**config.mk**
```make
export PLATFORM = sky130hd
export DESIGN_NAME = button_conditioner
export DESIGN_NICKNAME = d
export VERILOG_FILES = /design/src/rtl/button_conditioner.sv
export SDC_FILE = /design/constraint.sdc
export NUM_CORES = 1
export LEC_CHECK = 0
export ABC_AREA = 1
export ABC_CLOCK_PERIOD_IN_PS = 2120
export CORE_ASPECT_RATIO = 0.5
export CORE_MARGIN = 5
export CORE_UTILIZATION = 45
export CTS_CLUSTER_DIAMETER = 30
export DETAILED_ROUTE_END_ITERATION = 7
export PLACE_DENSITY = 0.64
export SETUP_SLACK_MARGIN = 0.3
export SLEW_MARGIN = 40
export SYNTH_ARGS = -nofsm -noshare
export SYNTH_HDL_FRONTEND = slang
export SYNTH_SLANG_ARGS = --single-unit
```
**constraint.sdc**
```tcl
create_clock -name clk -period 2.12 [get_ports clk]
set_clock_uncertainty 0.05 [all_clocks]
set_input_delay 0.212 -clock clk [delete_from_list [all_inputs] [get_ports clk]]
set_output_delay 0.212 -clock clk [all_outputs]
set_load 0.02 [all_outputs]
```
**src/rtl/button_conditioner.sv**
```systemverilog
// button_conditioner: synchronizes, debounces and edge-detects raw push-buttons, and
// turns a held button into a press pulse followed by tick-paced auto-repeat pulses.

// One button: debounce counter, registered edge pulses and the repeat FSM.
module btn_lane #(
  parameter int STABLE_TICKS = 4,
  parameter int REPEAT_DELAY = 50,
  parameter int REPEAT_RATE  = 10
) (
  input  logic clk,
  input  logic rst_n,
  input  logic tick,
  input  logic sync,
  output logic level,
  output logic press,
  output logic rel,
  output logic rep
);

  localparam int DW   = $clog2(STABLE_TICKS + 1);
  localparam int RMAX = (REPEAT_DELAY > REPEAT_RATE) ? REPEAT_DELAY : REPEAT_RATE;
  localparam int RW   = $clog2(RMAX + 1);

  localparam logic [DW-1:0] DB_LAST   = DW'(STABLE_TICKS);
  localparam logic [RW-1:0] DLY_LAST  = RW'(REPEAT_DELAY);
  localparam logic [RW-1:0] RATE_LAST = RW'(REPEAT_RATE);

  typedef enum logic [1:0] {IDLE, DELAY, REPEAT} rep_state_t;

  // ---------------- debounce ----------------
  logic [DW-1:0] db_cnt, db_inc;
  logic          differ, flip, rise, fall;

  assign differ = tick && (sync != level);
  assign db_inc = db_cnt + DW'(1);
  assign flip   = differ && (db_inc == DB_LAST);
  assign rise   = flip && !level;
  assign fall   = flip && level;

  always_ff @(posedge clk or negedge rst_n) begin
    if (!rst_n) begin
      db_cnt <= '0;
      level  <= 1'b0;
      press  <= 1'b0;
      rel    <= 1'b0;
    end else begin
      press <= rise;
      rel   <= fall;
      // an agreeing tick throws away any partial run of disagreement
      if (flip || (tick && !differ)) db_cnt <= '0;
      else if (differ)               db_cnt <= db_inc;
      if (flip) level <= ~level;
    end
  end

  // ---------------- auto-repeat ----------------
  rep_state_t    state, state_nxt;
  logic [RW-1:0] rcnt, rcnt_nxt, rcnt_inc;
  logic          rep_nxt;

  assign rcnt_inc = rcnt + RW'(1);

  always_ff @(posedge clk or negedge rst_n) begin
    if (!rst_n) begin
      state <= IDLE;
      rcnt  <= '0;
      rep   <= 1'b0;
    end else begin
      state <= state_nxt;
      rcnt  <= rcnt_nxt;
      rep   <= rep_nxt;
    end
  end

  // release is checked first so a release landing on an expiry tick suppresses the pulse
  always_comb begin
    state_nxt = state;
    rcnt_nxt  = rcnt;
    rep_nxt   = 1'b0;
    if (fall) begin
      state_nxt = IDLE;
      rcnt_nxt  = '0;
    end else begin
      case (state)
        IDLE: begin
          if (rise) begin
            state_nxt = DELAY;
            rcnt_nxt  = '0;
            rep_nxt   = 1'b1;
          end
        end
        DELAY: begin
          if (tick) begin
            if (rcnt_inc == DLY_LAST) begin
              state_nxt = REPEAT;
              rcnt_nxt  = '0;
              rep_nxt   = 1'b1;
            end else begin
              rcnt_nxt = rcnt_inc;
            end
          end
        end
        REPEAT: begin
          if (tick) begin
            if (rcnt_inc == RATE_LAST) begin
              rcnt_nxt = '0;
              rep_nxt  = 1'b1;
            end else begin
              rcnt_nxt = rcnt_inc;
            end
          end
        end
        default: begin
          state_nxt = IDLE;
          rcnt_nxt  = '0;
        end
      endcase
    end
  end

endmodule

module button_conditioner #(
  parameter int N_BTN        = 5,
  parameter int STABLE_TICKS = 4,
  parameter int REPEAT_DELAY = 50,
  parameter int REPEAT_RATE  = 10
) (
  input  logic             clk,
  input  logic             rst_n,
  input  logic             tick,
  input  logic [N_BTN-1:0] btn_raw,
  output logic [N_BTN-1:0] btn_level,
  output logic [N_BTN-1:0] btn_press,
  output logic [N_BTN-1:0] btn_release,
  output logic [N_BTN-1:0] btn_repeat
);

  // two-stage synchronizer, free-running on clk; stage 1 feeds the lanes
  logic [1:0][N_BTN-1:0] sync_pipe;

  always_ff @(posedge clk or negedge rst_n) begin
    if (!rst_n) sync_pipe <= '0;
    else        sync_pipe <= {sync_pipe[0], btn_raw};
  end

  genvar i;
  generate
    for (i = 0; i < N_BTN; i++) begin : g_lane
      btn_lane #(
        .STABLE_TICKS (STABLE_TICKS),
        .REPEAT_DELAY (REPEAT_DELAY),
        .REPEAT_RATE  (REPEAT_RATE)
      ) u_lane (
        .clk   (clk),
        .rst_n (rst_n),
        .tick  (tick),
        .sync  (sync_pipe[1][i]),
        .level (btn_level[i]),
        .press (btn_press[i]),
        .rel   (btn_release[i]),
        .rep   (btn_repeat[i])
      );
    end
  endgenerate

endmodule

```
# After elaboration in Yosys (flattened, before gate mapping)
# Index checks and enable logic that the tools add are counted.
[classes]
n_addsub = 10
n_eq_ne = 55
mux = 105
bitwise_logic = 5
n_reduce_logical = 60
[op_table]
columns = ["op", "n"]
rows = [
  ["two-way mux 6 bit", 30],
  ["one-hot mux 6 bit (3 select lines)", 5],
  ["two-way mux 2 bit", 20],
  ["adder 6 x 1 -> 6 bit, second input constant", 5],
  ["equality test 6 x 4 -> 1 bit, second input constant", 5],
  ["equality test 6 bit, second input constant", 5],
  ["two-way mux 1 bit", 30],
  ["two-way mux 3 bit", 10],
  ["inequality test 3 x 1 -> 1 bit, second input constant", 10],
  ["inequality test 3 x 2 -> 1 bit, second input constant", 10],
  ["one-hot mux 2 bit (3 select lines)", 5],
  ["logical AND 1 bit", 25],
  ["AND reduction 4 bit", 5],
  ["adder 3 x 1 -> 3 bit, second input constant", 5],
  ["equality test 3 bit, second input constant", 5],
  ["one-hot mux 1 bit (3 select lines)", 5],
  ["AND reduction 3 bit", 5],
  ["equality test 2 x 1 -> 1 bit, second input constant", 5],
  ["equality test 2 bit, second input constant", 5],
  ["zero test 1 bit", 10],
  ["zero test 2 bit", 5],
  ["inequality test 2 x 1 -> 1 bit, second input constant", 5],
  ["nonzero test 2 bit", 5],
  ["logical OR 1 bit", 5],
  ["other kinds (2)", 10],
]
[word_totals]
reg_bits = 85
wordCells = 272

# Longest topological paths before layout
[depth]
ltp_word = 7
mapped_depth = 12
mapped_depth_nobuf = 12

# Hierarchy
# Synthesis repeated with hierarchy kept, for this count alone.
[unflattened]
hier_cells = 730
hier_area_um2 = 5681.7
[by_module_without_submodules]
columns = ["module", "n_inst", "cells_each", "area_each_um2"]
rows = [
  ["btn_lane (g_lane[1].u_lane ...)", 4, 146, 1092.3],
  ["btn_lane (g_lane[0].u_lane)", 1, 136, 1062.3],
  ["button_conditioner", 1, 10, 250.2],
]

# Worst setup path after synthesis
# No wires, ideal clock.
[synth_path]
kind = "register -> register"
startpoint = "register g_lane[0].u_lane.db_cnt[0]"
endpoint = "register g_lane[0].u_lane.rcnt[2]"
t_arrival_ns = 1.408
required_time_ns = 1.943
setup_slack_ns = 0.535
path_stages_with_launch = 10
cell_sequence = "dfrtp_1 > ha_1 > xor2_1 > nand2_1 > nor2_1 > nand2_2 > nand2_1 > inv_1 > nand3_1 > o21ai_0"
[synth_via]
elab_chain_cells = 6
word_cells_on_any_way = 10
classes_between = "add/sub (1); eq/ne (4); mux (1); reduce/logical (4)"
[synth_rtl]
columns = ["element", "line", "rtl"]
rows = [
  ["start, declared", "31", "logic [DW-1:0] db_cnt, db_inc;"],
  ["start signal, assigned", "51", "else if (differ) db_cnt <= db_inc;"],
  ["adder 3 x 1 -> 3 bit *", "35", "assign db_inc = db_cnt + DW'(1);"],
  ["equality test 3 bit *", "36", "assign flip = differ && (db_inc == DB_LAST);"],
  ["logical AND 1 bit *", "36", ""],
  ["logical AND 1 bit (on tied branches)", "38, 37", ""],
  ["inequality test 3 x 1 -> 1 bit (no line) or inequality test 3 x 2 -> 1 bit (tied branches)", "--", ""],
  ["AND reduction 3 bit (no line)", "--", ""],
  ["end signal, assigned", "70", "rcnt <= rcnt_nxt;"],
  ["end, declared", "58", "logic [RW-1:0] rcnt, rcnt_nxt, rcnt_inc;"],
]
# Every way passes the cells marked *; elsewhere a longest branch is shown, timed or not.
# A chain may end at the register's enable or synchronous reset.

# Worst setup path after layout
[layout_path]
startpoint = "register g_lane[1].u_lane.level"
endpoint = "output port btn_level[1]"
[layout_lines]
columns = ["element", "line", "rtl"]
rows = [
  ["start, declared", "14", "output logic level,"],
  ["start signal, assigned", "52", "if (flip) level <= ~level;"],
  ["end, declared", "133", "output logic [N_BTN-1:0] btn_level,"],
]
# No word-level cell between the ends.

==> impl_metrics.yaml <==
outcome:
  status: "complete, no violations"
placement:
  placed_area_sq_um: 5700
  hpwl_um: 7430
  portBuffers: 27
  gp_congestion: 0.856
worst_setup_path:
  crit_slowest_cell: "clkdlybuf4s50_1"
  max_stage_delay_ps: 650
  cpLargestDelayFamily: "buffers and inverters"
  r2r-end: "g_lane[1].u_lane.rcnt[0]"
  worstPathCellList: "clkdlybuf4s50_1"
  regToRegSetupSlack_ps: 440
  critPathLaunchType: "register"
  r2r-start: "g_lane[1].u_lane.db_cnt[0]"
  critPathMaxFanout: 5
  startpoint: "g_lane[1].u_lane.level"
  crit_type: "reg -> out"
  arrival_ps: 1440
  worstPathRequired_ps: 1860
  critPathCaptureType: "output port"
  worst_r2r_path_depth: 10
  crit_buf_inv: 1
finish:
  n_fill_cell: 1092
  syn2layout_area_growth_pct: 14.5
  drive_above_1_share_pct: 9.05
  stdcell_area_sq_um: 6130
  nets: 795
  n_antenna_cell: 0
route:
  drt_iter0_markers: 176
  wl_per_cell_um: 11.1
  vias: 4369
  drc: 0
  viasPerCell: 4.77
  dr.pass1.iters: 4
  drtAntennaViolNets: 0
  drt-total-wl_um: 10200
synth:
  synth_nets: 771
  synth_top_area_cell: "dfrtp_1"
  async_flop_share_pct: 100
  ys_types: 25
  syn_area_sq_um: 5350
  synth_flop_cell: "dfrtp_1"
  syn_area_per_cell_sq_um: 7.41
  synth_top_cell_area_share_pct: 39.7
  synth.top_cells.by_area: "dfrtp_1 (40%), nand2_1 (13%), ha_1 (9.3%)"
  synth_edf_count: 0
  yosysMostFrequentCell: "nand2_1"
  ys.warnings.count: 0
  ys_seq_area_share_pct: 39.7
  synth_seq_cells: 85
  postSynthCellCount: 723
  ys_top_cells_by_count: "nand2_1 (185), inv_1 (126), nand3_1 (94)"
floorplanning:
  num_rows: 28
  start_util_pct: 45.6
  ios: 28
  core_area_sq_um: 11700
  die_h_um: 87.1
  die-area_sq_um: 14300
  fp.dieW_um: 164
global_route:
  grt_usage_pct: 15.1
  grt_max_degree: 38
  grt_pass1_wl_um: 17700
  first_global_vias: 3927
  antenna_found_initial: 0
  grt-ovfl-total: 0
sta:
  setup_viol: 0
  relSlewSlack_pct: 72.0
  post-route-min-period_ps: 1700
  worstMarginPinSlew_ps: 420
  finalHoldViolations: 0
  drv_slew: 0
  period_share_pct: 80.1
  rsz0062_at_grt: "true"
  fin_setup_tns_ps: 0
  fmax_ghz: 0.589
hold_path:
  hp-start: "btn_raw[3]"
  hold_path_class: "in -> reg"
  hold_end: "sync_pipe[3]"
  min_path_cells: 1
clock_tree:
  path_clk_slew_ps: 60
  cts.sinks: 85
  cts_made_buffers: 9
  cts_root_buf: "clkbuf_16"
  htreeDepth: 3
  tritoncts: "yes"
  clk_path_buf_depth: 2
  insertion_delay_ps: 340
pwr:
  p_comb_share_pct: 41.9
  switching_share_pct: 41.4
  leakagePower_nw: 3.23
  cellPowerDensity_nw_per_um2: 1040
  p_switching_w: 0.00265
  clkPwrFrac_pct: 23.6
  cell_internal_pwr_w: 0.00375
  pwr-share-seq_pct: 34.4
  irDropWorstVdd_uv: 480
flow_run:
  cap_violations: 0
final cells by class:
cell class / count / area (sq um) / area share (%)
Multi-Input combinational cell: 485 / 2650 / 43.3
Sequential cell: 85 / 2130 / 34.8
Inverter: 129 / 484 / 7.90
Timing Repair Buffer: 36 / 363 / 5.92
Clock buffer: 12 / 267 / 4.35
Tap cell: 165 / 206 / 3.37
Clock inverter: 3 / 20.0 / 0.326
Timing Repair inverter: 1 / 7.51 / 0.122
power groups by stage:
stage          clock [W]  combinational (W)  sequential [W]
3_3_place_gp           0            0.00244         0.00222
6_report         0.00151            0.00268         0.00220
5_1_grt          0.00164            0.00311         0.00225
3_5_place_dp           0            0.00247         0.00222
4_1_cts          0.00157            0.00250         0.00219
2_1_floorplan          0            0.00198         0.00215
metal layers:
metal  vias to the layer above  track usage [%]  wire [um]
met5                         -                0          0
met4                         0             4.34         79
met3                         6             3.88        298
met2                        38             25.0       4690
met1                      2004             19.8       5110
li1                       2321                -          -
how the worst max path moves through the flow:
stage	end	slack, ps	cells past startpoint
finish	btn_level[1]	420	1
detailed placement	g_lane[1].u_lane.rcnt[4]	50	10
floorplan	g_lane[0].u_lane.rcnt[2]	530	9
CTS	g_lane[0].u_lane.rcnt[2]	310	9
global route	g_lane[2].u_lane.state[1]	280	11
global placement	g_lane[1].u_lane.rcnt[3]	80	10
timing repair:
item	4_1_cts	5_1_grt
hold buffers	1	0
resized for setup	1	33
buffers inserted	0	3
gates cloned	0	3
pin swaps	0	5
endpoints found under the hold margin	29	0
setup endpoints to repair	5	48
flip-flops by register name, indices dropped and copies added (netlist names):
signal / cells
g_lane.u_lane.rcnt: 30
g_lane.u_lane.db_cnt: 15
g_lane.u_lane.state: 10
sync_pipe: 10
g_lane.u_lane.level: 5
g_lane.u_lane.press: 5
g_lane.u_lane.rel: 5
g_lane.u_lane.rep: 5
layout by cell type, fill, tap and decap left out, drive strengths merged:
cell           count
nand2            188
inv              129
nand3             94
dfrtp             85
nor2              56
o21ai             46
ha                40
clkdlybuf4s50     26
nand4             23
clkbuf            12
xor2              11
a21oi             11
buf                9
a22oi              5
or2                5
nand3b             3
clkinvlp           3
xnor2              2
a32o               1
clkinv             1
dlygate4sd3        1
kinds of logic (layout without fill, tap and decap cells):
logic type | after synthesis | in the layout | share of synthesized area, %
buffers and inverters | 155 | 181 | 12.5
AND/OR/NAND/NOR | 367 | 369 | 30.0
XOR/XNOR | 13 | 13 | 2.13
adder cells (fa/ha/maj) | 40 | 40 | 9.35
AO/OA/AOI/OAI | 63 | 63 | 6.29
flip-flops | 85 | 85 | 39.7
metrics by stage:
stage | setup slack (ps) | hold WS, ps | instances | util [%] | total power (W)
after floorplan | 535 | -134 | 723 | - | 0.00413
after global placement | 79.8 | 130 | 894 | 48.6 | 0.00466
after detailed placement | 50.2 | 130 | 894 | 48.6 | 0.00469
after CTS | 307 | 248 | 910 | 51.2 | 0.00627
after global routing | 284 | 249 | 916 | 52.2 | 0.00700
final | 421 | 260 | 916 | 52.2 | 0.00640
Power figures use the tool's default switching activity.
